===== src/rtl/pipe_scroller_pkg.sv =====
// Shared widths, FSM state encoding and the per-pipe scroll/respawn rule
// for the pipe-field manager.
package pipe_pkg;

    localparam int X_W = 11;
    localparam int Y_W = 9;

    typedef enum logic [1:0] {
        IDLE = 2'd0,
        RUN  = 2'd1,
        UPD  = 2'd2,
        HOLD = 2'd3
    } state_e;

    typedef struct packed {
        logic [X_W-1:0] x;
        logic [Y_W-1:0] gap;
        logic           wrap;
        logic           score;
    } step_t;

    // A pipe at or left of SPEED wraps three spacings to the right and takes a new gap.
    function automatic step_t pipe_step(
        input logic [X_W-1:0] x,
        input logic [Y_W-1:0] gap,
        input logic [7:0]     rnd,
        input logic [X_W-1:0] speed,
        input logic [X_W-1:0] span3,
        input logic [Y_W-1:0] gap_min,
        input logic [X_W-1:0] bird
    );
        step_t s;
        s.wrap = (x <= speed);
        if (s.wrap) begin
            s.x   = x + span3 - speed;
            s.gap = gap_min + {1'b0, rnd};
        end else begin
            s.x   = x - speed;
            s.gap = gap;
        end
        s.score = !s.wrap && (x >= bird) && (s.x < bird);
        return s;
    endfunction

endpackage


===== src/rtl/pipe_scroller_if.sv =====
// Bundle between the game controller / LFSR (master) and the pipe field (slave).
interface pipe_scroller_if;
    import pipe_pkg::*;

    logic           tick;
    logic           start;
    logic           halt;
    logic [8:0]     P_y;
    logic [X_W-1:0] pipe_x0;
    logic [X_W-1:0] pipe_x1;
    logic [X_W-1:0] pipe_x2;
    logic [Y_W-1:0] gap_y0;
    logic [Y_W-1:0] gap_y1;
    logic [Y_W-1:0] gap_y2;
    logic           score_inc;
    logic           busy;
    logic           frame_done;

    modport master (
        output tick, start, halt, P_y,
        input  pipe_x0, pipe_x1, pipe_x2, gap_y0, gap_y1, gap_y2,
        input  score_inc, busy, frame_done
    );

    modport slave (
        input  tick, start, halt, P_y,
        output pipe_x0, pipe_x1, pipe_x2, gap_y0, gap_y1, gap_y2,
        output score_inc, busy, frame_done
    );

endinterface


===== src/rtl/pipe_scroller.sv =====
// Three-pipe scrolling field: one pipe stepped per cycle after each frame tick,
// respawning off-screen pipes on the right with an LFSR-derived gap.
module pipe_scroller
    import pipe_pkg::*;
#(
    parameter int SPEED   = 2,
    parameter int PW      = 52,
    parameter int SPACING = 220,
    parameter int START_X = 692,
    parameter int GAP_MIN = 40,
    parameter int GAP_RST = 168,
    parameter int BIRD_X  = 200
) (
    input  logic           clk,
    input  logic           rst,
    pipe_scroller_if.slave bus
);

    localparam logic [X_W-1:0] SPEED_X   = X_W'(SPEED);
    localparam logic [X_W-1:0] SPAN3_X   = X_W'(3 * SPACING);
    localparam logic [X_W-1:0] BIRD_X_X  = X_W'(BIRD_X);
    localparam logic [Y_W-1:0] GAP_MIN_Y = Y_W'(GAP_MIN);
    localparam logic [Y_W-1:0] GAP_RST_Y = Y_W'(GAP_RST);
    localparam int             PW_UNUSED = PW;

    state_e         state_q, state_d;
    logic [1:0]     idx_q, idx_d;
    logic           halt_q, halt_d;

    logic [X_W-1:0] x_q   [3];
    logic [X_W-1:0] x_d   [3];
    logic [Y_W-1:0] gap_q [3];
    logic [Y_W-1:0] gap_d [3];
    logic           score_q, score_d;
    logic           done_q, done_d;

    logic [X_W-1:0] cur_x;
    logic [Y_W-1:0] cur_gap;
    step_t          step;
    logic           load;
    logic           upd;
    logic           unused_bits;

    always_ff @(posedge clk) begin
        if (!rst) begin
            state_q <= IDLE;
            idx_q   <= 2'd0;
            halt_q  <= 1'b0;
        end else begin
            state_q <= state_d;
            idx_q   <= idx_d;
            halt_q  <= halt_d;
        end
    end

    // A halt seen anywhere in UPD is remembered and only acted on after pipe 2.
    always_comb begin
        state_d = state_q;
        idx_d   = idx_q;
        halt_d  = halt_q;
        unique case (state_q)
            IDLE, HOLD: begin
                if (bus.start) begin
                    state_d = RUN;
                    idx_d   = 2'd0;
                    halt_d  = 1'b0;
                end
            end
            RUN: begin
                if (bus.halt) begin
                    state_d = HOLD;
                end else if (bus.tick) begin
                    state_d = UPD;
                    idx_d   = 2'd0;
                    halt_d  = 1'b0;
                end
            end
            UPD: begin
                halt_d = halt_q | bus.halt;
                if (idx_q == 2'd2) begin
                    state_d = (halt_q | bus.halt) ? HOLD : RUN;
                    idx_d   = 2'd0;
                    halt_d  = 1'b0;
                end else begin
                    idx_d = idx_q + 2'd1;
                end
            end
            default: state_d = IDLE;
        endcase
    end

    always_comb begin
        bus.busy = (state_q == UPD);
    end

    always_comb begin
        cur_x   = x_q[0];
        cur_gap = gap_q[0];
        if (idx_q == 2'd1) begin
            cur_x   = x_q[1];
            cur_gap = gap_q[1];
        end else if (idx_q == 2'd2) begin
            cur_x   = x_q[2];
            cur_gap = gap_q[2];
        end
    end

    assign step = pipe_step(cur_x, cur_gap, bus.P_y[7:0], SPEED_X, SPAN3_X, GAP_MIN_Y, BIRD_X_X);
    assign load = ((state_q == IDLE) || (state_q == HOLD)) && bus.start;
    assign upd  = (state_q == UPD);

    always_comb begin
        for (int i = 0; i < 3; i++) begin
            x_d[i]   = x_q[i];
            gap_d[i] = gap_q[i];
            if (load) begin
                x_d[i]   = X_W'(START_X + i * SPACING);
                gap_d[i] = GAP_RST_Y;
            end else if (upd && (idx_q == 2'(i))) begin
                x_d[i]   = step.x;
                gap_d[i] = step.gap;
            end
        end
        score_d = upd && step.score;
        done_d  = upd && (idx_q == 2'd2);
    end

    always_ff @(posedge clk) begin
        if (!rst) begin
            for (int i = 0; i < 3; i++) begin
                x_q[i]   <= X_W'(START_X + i * SPACING);
                gap_q[i] <= GAP_RST_Y;
            end
            score_q <= 1'b0;
            done_q  <= 1'b0;
        end else begin
            for (int i = 0; i < 3; i++) begin
                x_q[i]   <= x_d[i];
                gap_q[i] <= gap_d[i];
            end
            score_q <= score_d;
            done_q  <= done_d;
        end
    end

    assign bus.pipe_x0    = x_q[0];
    assign bus.pipe_x1    = x_q[1];
    assign bus.pipe_x2    = x_q[2];
    assign bus.gap_y0     = gap_q[0];
    assign bus.gap_y1     = gap_q[1];
    assign bus.gap_y2     = gap_q[2];
    assign bus.score_inc  = score_q;
    assign bus.frame_done = done_q;

    // P_y[8] and the wrap flag carry no meaning for the field itself.
    assign unused_bits = bus.P_y[8] ^ step.wrap ^ (PW_UNUSED == 0);

endmodule

===== src/flat_wrapper.sv =====
// flat-port wrapper written by rule: the top's interface ports become plain ports
module pipe_scroller_flat import pipe_pkg::*;
#(
    parameter int SPEED   = 2,
    parameter int PW      = 52,
    parameter int SPACING = 220,
    parameter int START_X = 692,
    parameter int GAP_MIN = 40,
    parameter int GAP_RST = 168,
    parameter int BIRD_X  = 200
)
  (clk, rst, bus_tick, bus_start, bus_halt, bus_P_y, bus_pipe_x0, bus_pipe_x1, bus_pipe_x2, bus_gap_y0, bus_gap_y1, bus_gap_y2, bus_score_inc, bus_busy, bus_frame_done);
  pipe_scroller_if bus_i ();
  input  logic clk;
  input  logic rst;
  input wire logic [$bits(bus_i.tick)-1:0] bus_tick;
  input wire logic [$bits(bus_i.start)-1:0] bus_start;
  input wire logic [$bits(bus_i.halt)-1:0] bus_halt;
  input wire logic [$bits(bus_i.P_y)-1:0] bus_P_y;
  output wire logic [$bits(bus_i.pipe_x0)-1:0] bus_pipe_x0;
  output wire logic [$bits(bus_i.pipe_x1)-1:0] bus_pipe_x1;
  output wire logic [$bits(bus_i.pipe_x2)-1:0] bus_pipe_x2;
  output wire logic [$bits(bus_i.gap_y0)-1:0] bus_gap_y0;
  output wire logic [$bits(bus_i.gap_y1)-1:0] bus_gap_y1;
  output wire logic [$bits(bus_i.gap_y2)-1:0] bus_gap_y2;
  output wire logic [$bits(bus_i.score_inc)-1:0] bus_score_inc;
  output wire logic [$bits(bus_i.busy)-1:0] bus_busy;
  output wire logic [$bits(bus_i.frame_done)-1:0] bus_frame_done;
  assign bus_i.tick = bus_tick;
  assign bus_i.start = bus_start;
  assign bus_i.halt = bus_halt;
  assign bus_i.P_y = bus_P_y;
  assign bus_pipe_x0 = bus_i.pipe_x0;
  assign bus_pipe_x1 = bus_i.pipe_x1;
  assign bus_pipe_x2 = bus_i.pipe_x2;
  assign bus_gap_y0 = bus_i.gap_y0;
  assign bus_gap_y1 = bus_i.gap_y1;
  assign bus_gap_y2 = bus_i.gap_y2;
  assign bus_score_inc = bus_i.score_inc;
  assign bus_busy = bus_i.busy;
  assign bus_frame_done = bus_i.frame_done;
  pipe_scroller #(.SPEED(SPEED), .PW(PW), .SPACING(SPACING), .START_X(START_X), .GAP_MIN(GAP_MIN), .GAP_RST(GAP_RST), .BIRD_X(BIRD_X)) u_core (.clk(clk), .rst(rst), .bus(bus_i));
endmodule

===== config.mk =====
export PLATFORM = sky130hd
export DESIGN_NAME = pipe_scroller_flat
export DESIGN_NICKNAME = d
export VERILOG_FILES = /design/src/rtl/pipe_scroller_pkg.sv /design/src/rtl/pipe_scroller_if.sv /design/src/rtl/pipe_scroller.sv /design/src/flat_wrapper.sv
export SDC_FILE = /design/constraint.sdc
export NUM_CORES = 1
export LEC_CHECK = 0
export BUFFER_PORTS_ARGS = -buffer_cell sky130_fd_sc_hd__buf_2
export CORE_MARGIN = 2
export CORE_UTILIZATION = 49
export DETAILED_ROUTE_END_ITERATION = 16
export PLACE_DENSITY_LB_ADDON = 0.2
export SYNTH_ARGS = -nofsm -noshare
export SYNTH_HDL_FRONTEND = slang
export SYNTH_SLANG_ARGS = --single-unit

===== constraint.sdc =====
create_clock -name clk -period 2.86 [get_ports clk]
set_input_delay 0.429 -clock clk [delete_from_list [all_inputs] [get_ports clk]]
set_output_delay 0.429 -clock clk [all_outputs]
set_load 0.01 [all_outputs]

==> results of run 1 <==
[power breakdown]
part           internal [µW]  switching, µW  total (µW)
registers                974           37.0        1010
clock network            404            374         779
logic                    275            396         671
[layout make-up]
type	count	share of cell area, %
Multi-Input combinational cell	291	45.84
Inverter	6	0.5219
Sequential cell	67	31.17
Clock inverter	6	1.508
Clock buffer	10	2.957
Timing Repair Buffer	108	15.69
Tap cell	80	2.320
[per-layer routing]
layer | GRT usage, % | up-vias | wire length, µm
met1 | 33.51 | 1548 | 4345
met4 | 9.930 | 0 | 146
met3 | 4.739 | 18 | 470
li1 | - | 1636 | -
met5 | 0 | - | 0
met2 | 39.63 | 102 | 4554
[worst max-delay path by stage]
stage	cells after the start	end	from	slack [ns]
4_1_cts	11	u_core.bus.score_inc	u_core.idx_q[0]	0.01
3_3_place_gp	9	u_core.bus.score_inc	u_core.idx_q[0]	-0.02
2_1_floorplan	10	u_core.bus.score_inc	u_core.idx_q[1]	0.20
3_5_place_dp	9	u_core.bus.score_inc	u_core.idx_q[0]	-0.07
6_report	11	u_core.bus.score_inc	u_core.idx_q[0]	0.09
5_1_grt	9	u_core.gap_q[0][20]	u_core.idx_q[1]	-0.02
[cell families (layout without fill, tap and decap cells)]
| group | count (synthesis) | after routing | share of synthesized area [%] |
|---|---|---|---|
| DFF | 67 | 67 | 39.65 |
| buffers and inverters | 38 | 130 | 4.919 |
| adders and majority gates | 6 | 6 | 2.219 |
| AOI/OAI and AO/OA | 122 | 122 | 26.55 |
| and+or+nand+nor | 145 | 145 | 21.63 |
| muxes | 10 | 10 | 2.959 |
| xor gates and xnor gates | 8 | 8 | 2.071 |
[placed cells by master (no fill, tap or decap), types with 2 or more instances in the layout]
master,instances
sky130_fd_sc_hd__nand2b_1,2
sky130_fd_sc_hd__clkinv_2,2
sky130_fd_sc_hd__o211ai_1,23
sky130_fd_sc_hd__or3b_1,5
sky130_fd_sc_hd__clkbuf_8,9
sky130_fd_sc_hd__o221a_2,4
sky130_fd_sc_hd__buf_4,27
sky130_fd_sc_hd__o221ai_2,5
sky130_fd_sc_hd__buf_12,2
sky130_fd_sc_hd__or3_1,3
sky130_fd_sc_hd__and2_1,2
sky130_fd_sc_hd__or3b_2,6
sky130_fd_sc_hd__buf_6,2
sky130_fd_sc_hd__nand3_1,4
sky130_fd_sc_hd__nand3b_1,2
sky130_fd_sc_hd__nor2b_1,13
sky130_fd_sc_hd__ha_1,5
sky130_fd_sc_hd__and3_1,4
sky130_fd_sc_hd__nor3_1,3
sky130_fd_sc_hd__o21a_1,3
sky130_fd_sc_hd__dfxtp_1,66
sky130_fd_sc_hd__a211oi_1,43
sky130_fd_sc_hd__o21ai_0,8
sky130_fd_sc_hd__o221ai_1,4
sky130_fd_sc_hd__nand3_2,2
sky130_fd_sc_hd__xnor2_1,5
sky130_fd_sc_hd__a211o_1,2
sky130_fd_sc_hd__mux2i_1,10
sky130_fd_sc_hd__buf_2,75
sky130_fd_sc_hd__a21oi_1,17
sky130_fd_sc_hd__xor2_1,2
sky130_fd_sc_hd__inv_1,6
sky130_fd_sc_hd__nand2_1,43
sky130_fd_sc_hd__nor2_1,44
[worst min-delay path, delay by kind of cell]
family	cells	cell delay (ns)
buf+inv	1	0.11
simple gates	1	0.08
compound gates	1	0.06
[flip-flops by register name (all words and copies together), names as in the netlist]
name	count
u_core.bus.frame_done	1
u_core.bus.score_inc	1
u_core.gap_q	27
u_core.halt_q	1
u_core.idx_q	2
u_core.state_q	2
u_core.x_q	33
[through the flow]
stage               setup WS, ns  power, µW  hold slack [ns]
floorplan                 0.2043       1455           0.4374
global placement        -0.02258       1634           0.4531
detailed placement      -0.07473       1645           0.4720
CTS                      0.01019       2440           0.3530
global route            -0.02066       2607           0.3916
finish                   0.09363       2462           0.3645
[what timing repair did]
item                                    4_1_cts  5_1_grt
cloned                                        1        1
endpoints found under the hold margin         0        0
gates resized for setup                       6       19
hold buffers                                  0        0
endpoints found under the setup margin        5       43
pin swaps                                     1        5
setup buffers                                 3        2
==> impl_metrics.json, run 1 <==
{
  "run_status": "finished, final reports clean",
  "cts_root_buf": "sky130_fd_sc_hd__clkbuf_8",
  "critical_path_buffer_and_inverter_count": 3,
  "fill_cells": 569,
  "placed_area_um2": 3934,
  "hp-start": "bus_halt",
  "drt_pre_antenna_iters": 5,
  "layout-drive-gt1-share_pct": 31.97,
  "post-synth-top-area-cell": "sky130_fd_sc_hd__dfxtp_1",
  "finalWorstPathRequiredPeriod_ns": 2.766,
  "boundaryPins": 77,
  "setup_viol": 0,
  "placement.io_buffers": 75,
  "setup.reg_to_reg.worst_slack_ns": 0.09,
  "holdPathEnd": "u_core.halt_q",
  "netlist.area_leader.share_pct": 39.64,
  "max-slew-margin-rel_pct": 50.93,
  "worst_path_max_delay_cell": "sky130_fd_sc_hd__or3b_2",
  "tritoncts": "built",
  "power_density_nw_per_um2": 570.4,
  "htree_num_levels": 3,
  "netlist_instances": 396,
  "drc": 0,
  "final_core_util_pct": 64.23,
  "power_leakage_uw": 0.001767,
  "sum_of_routed_wire_length_over_all_layers_um": 9517,
  "clockBufferDepth": 2,
  "top_flip_flop_cell_by_instance_count_after_synthesis": "sky130_fd_sc_hd__dfxtp_1",
  "route.detailed.vias_per_inst": 5.817,
  "synthMostInstantiatedCell": "sky130_fd_sc_hd__dfxtp_1",
  "grt_pass1_wl_um": 14810,
  "core-area_um2": 6719,
  "avgRoutedWirePerCell_um": 16.76,
  "tritoncts.num_buffers": 9,
  "worst_r2r_path_depth": 11,
  "vias": 3304,
  "die_area_um2": 7586,
  "clk_pin_slew_ns": 0.08,
  "clock.fmax_mhz": 361.5,
  "fin_setup_tns_ns": 0,
  "number_of_rows_in_the_core_area": 30,
  "path_class": "register to register",
  "worst_pin_slew_ns": 0.7342,
  "grt_antenna_before_repair": 0,
  "r2r_path_end": "u_core.bus.score_inc",
  "finalMaxSlewViolations": 0,
  "drt_first_iter_violations": 156,
  "holdCritPathClass": "input port to register",
  "grt_overflow_total": 0,
  "fin_crit_sh_pct": 96.73,
  "grt_use_total_pct": 24.96,
  "timing.final.hold_violations": 0,
  "worstSetupEndpointType": "register",
  "synth-seq-cells": 67,
  "worstPathArrival_ns": 3.00,
  "synth_cell_type_count": 52,
  "via_count_of_the_first_global_routing_pass": 3023,
  "stdcell_count": 568,
  "number_of_enable_type_register_cells_in_the_synthesized_netlist": 0,
  "synth_commonest_cells": "sky130_fd_sc_hd__dfxtp_1, sky130_fd_sc_hd__nor2_1, sky130_fd_sc_hd__a211oi_1, sky130_fd_sc_hd__nand2_1, sky130_fd_sc_hd__o211ai_1",
  "worst_setup_path_start_kind": "register",
  "synth-seq-area-share_pct": 39.64,
  "place_congestion": 0.9354,
  "ffs_w_async_s_r_synth_pct": 0,
  "initial_utilization_pct": 50.35,
  "sequential_cell_area_um2": 1345,
  "drv.max_cap_violation_count": 0,
  "place_inst": 545,
  "synth.top_cells.by_area": "sky130_fd_sc_hd__dfxtp_1, sky130_fd_sc_hd__a211oi_1, sky130_fd_sc_hd__o211ai_1, sky130_fd_sc_hd__nor2_1, sky130_fd_sc_hd__nand2_1",
  "finish.instance_area_um2": 4315,
  "critPathMostFrequentCell": "sky130_fd_sc_hd__buf_4",
  "worst_clock_skew_ns": 0.01184,
  "antenna-diode-count": 0,
  "die_height_um": 87.10,
  "pin_count_of_the_biggest_net_entering_global_routing": 30,
  "critical-path-top-delay-family": "compound AO/OA/AOI/OAI gates",
  "chipWidth_um": 87.10,
  "ys_warn_count": 0,
  "multiInputGateArea_um2": 1978,
  "worst_ep_required_time_ns": 3.09,
  "mappedNetlistNets": 416,
  "clock_latency_ns": 0.34,
  "r2r_start": "u_core.idx_q[0]",
  "avg_inst_size_synth_um2": 8.544,
  "nNetsFinal": 503,
  "crit_fanout": 11,
  "timing.hold.worst_path_depth": 3,
  "numClockSinks": 67,
  "place_hpwl_um": 6598,
  "ant_nets": 0,
  "path_cells": "buf_12 > or3b_2 > o221ai_2 > ha_4 > buf_4 > nor2_1 > a21bo_2 > a211o_1 > a311oi_2 > buf_4 > nor4b_2",
  "critical_path.max_stage_delay_ns": 0.46,
  "max_vdd_drop_v": 0.0003600,
  "synth_cell_area_um2": 3383,
  "area_growth_syn_to_layout_pct": 27.55
}
(Power assumes the default switching activity.)
==> run 2, diff against run 1 <==
==> constraint.sdc (replaced) <==
create_clock -name clk -period 2.4 [get_ports clk]
set_input_delay 0.36 -clock clk [delete_from_list [all_inputs] [get_ports clk]]
set_output_delay 0.36 -clock clk [all_outputs]
set_load 0.01 [all_outputs]
==> run 2 against run 1 <==
The run now ends with setup timing left. Die area unchanged. Non-clock buffer count up 50. Final cell count up 9.0%. Power up 35%. Largest cell class unchanged.
==> impl_metrics.json, run 2 (synthesis results as in run 1) <==
{
  "power_density_nw_per_um2": 640.5,
  "finalWorstPathRequiredPeriod_ns": 2.847,
  "fill_cells": 431,
  "via_count_of_the_first_global_routing_pass": 3281,
  "grt_use_total_pct": 27.24,
  "layout.cells.most_common_list": "sky130_fd_sc_hd__buf_2, sky130_fd_sc_hd__buf_4, sky130_fd_sc_hd__dfxtp_1",
  "core-area_um2": 6719,
  "power_leakage_uw": 0.002140,
  "grt_pass1_wl_um": 16100,
  "initial_utilization_pct": 50.35,
  "multiInputGateArea_um2": 2394,
  "avgRoutedWirePerCell_um": 18.62,
  "nNetsFinal": 554,
  "holdCritPathClass": "input port to register",
  "place_hpwl_um": 6793,
  "die_area_um2": 7586,
  "cts_root_buf": "sky130_fd_sc_hd__clkbuf_8",
  "largestRegisters": "u_core.x_q x33, u_core.gap_q x27",
  "worst_setup_path_start_kind": "register",
  "layout-drive-gt1-share_pct": 47.87,
  "sequential_cell_area_um2": 1349,
  "max_vdd_drop_v": 0.0003852,
  "drt_pre_antenna_iters": 5,
  "tritoncts.num_buffers": 9,
  "p_total_uw": 3330,
  "run_status": "finished, violations left",
  "worst_clock_skew_ns": 0.007027,
  "chipWidth_um": 87.10,
  "tritoncts": "built",
  "area_growth_syn_to_layout_pct": 53.70,
  "placement.io_buffers": 75,
  "layout.cells.most_common": "sky130_fd_sc_hd__buf_2",
  "path_class": "register to register",
  "pin_count_of_the_biggest_net_entering_global_routing": 35,
  "drc": 0,
  "grt_overflow_total": 0,
  "antenna-diode-count": 0,
  "largest_register": "u_core.x_q",
  "die_height_um": 87.10,
  "worst_ep_required_time_ns": 2.64,
  "clock_latency_ns": 0.35,
  "vias": 3716,
  "place_congestion": 0.9396,
  "worst_pin_slew_ns": 0.6457,
  "clk_pin_slew_ns": 0.08,
  "worstPathArrival_ns": 3.09,
  "worstSetupEndpointType": "register",
  "htree_num_levels": 3,
  "failed_checks": "setup timing",
  "setup_viol": 47,
  "sum_of_routed_wire_length_over_all_layers_um": 11530,
  "route.detailed.vias_per_inst": 6.003,
  "final_core_util_pct": 77.39,
  "boundaryPins": 77,
  "drv.max_cap_violation_count": 0,
  "drt_first_iter_violations": 223,
  "max-slew-margin-rel_pct": 56.95,
  "finalWorstSetupSlack_ns": -0.4468,
  "grt_antenna_before_repair": 0,
  "number_of_rows_in_the_core_area": 30,
  "numClockSinks": 67,
  "setup_repair_after_global_routing_missed_its_margin": "true",
  "clockBufferDepth": 2,
  "finalMaxSlewViolations": 0,
  "ant_nets": 0,
  "timing.final.hold_violations": 0,
  "largest_register_ff_count": 33,
  "fin_crit_sh_pct": 118.6,
  "clock.fmax_mhz": 351.3,
  "place_worst_setup_slack_ns": -0.6292,
  "crit_fanout": 8
}
-- run 2: worst paths after layout --
path | cells past startpoint | slack [ns] | start | endpoint
min | 3 | 0.29 | bus_halt | u_core.halt_q
max | 11 | -0.45 | u_core.idx_q[1] | u_core.bus.score_inc
min reg2reg | 2 | 0.48 | u_core.halt_q | u_core.halt_q
max reg2reg | 11 | -0.45 | u_core.idx_q[1] | u_core.bus.score_inc
-- run 2: area by class of cell --
cell class	count	area share, %
clock inverters	6	1.684
clock buffers	10	2.647
inverters	6	0.4331
flip-flops and latches	67	25.94
well taps	80	1.925
repair buffers	158	21.34
multi-input cells	292	46.03
-- run 2: critical path, cell delays in order (launching register included) --
cell                       delay (ns)
sky130_fd_sc_hd__dfxtp_4         0.41
sky130_fd_sc_hd__buf_6           0.14
sky130_fd_sc_hd__nand2b_4        0.13
sky130_fd_sc_hd__buf_4           0.18
sky130_fd_sc_hd__o221ai_4        0.26
sky130_fd_sc_hd__ha_2            0.28
sky130_fd_sc_hd__a21oi_4         0.08
sky130_fd_sc_hd__o311ai_2        0.30
sky130_fd_sc_hd__xor2_1          0.37
sky130_fd_sc_hd__a311oi_2        0.12
sky130_fd_sc_hd__buf_4           0.17
sky130_fd_sc_hd__nor4b_2         0.32
-- run 2: report_power, final --
| part | leakage (µW) | switching [µW] | internal (µW) |
|---|---|---|---|
| Sequential | 0.000543 | 48.2 | 1160 |
| Clock | 0.000113 | 455 | 614 |
| Combinational | 0.00148 | 600 | 454 |
-- run 2: repair_timing --
| item | CTS | global route |
|---|---|---|
| pin swaps | 12 | 27 |
| hold buffers | 0 | 0 |
| cloned | 1 | 0 |
| endpoints found under the setup margin | 54 | 54 |
| resized for setup | 29 | 63 |
| setup buffers | 15 | 15 |
-- run 2: routing by layer --
metal | GRT usage (%) | share of wire [%] | wire, µm
met1 | 34.31 | 41 | 4702
met2 | 45.25 | 51 | 5857
met3 | 6.161 | 5.6 | 645
met4 | 10.63 | 2.8 | 319
met5 | 0 | 0 | 0
-- run 2: per-stage QoR --
stage	setup TNS, ns	std cells	hold slack (ns)	cell area (µm²)
after floorplan	-0.2938	396	0.4374	3481
after global placement	-15.72	573	0.4533	4232
after detailed placement	-23.01	573	0.4721	4232
after CTS	-7.305	605	0.2923	4730
after global routing	-12.51	619	0.3016	5200
final	-8.497	619	0.2927	5200
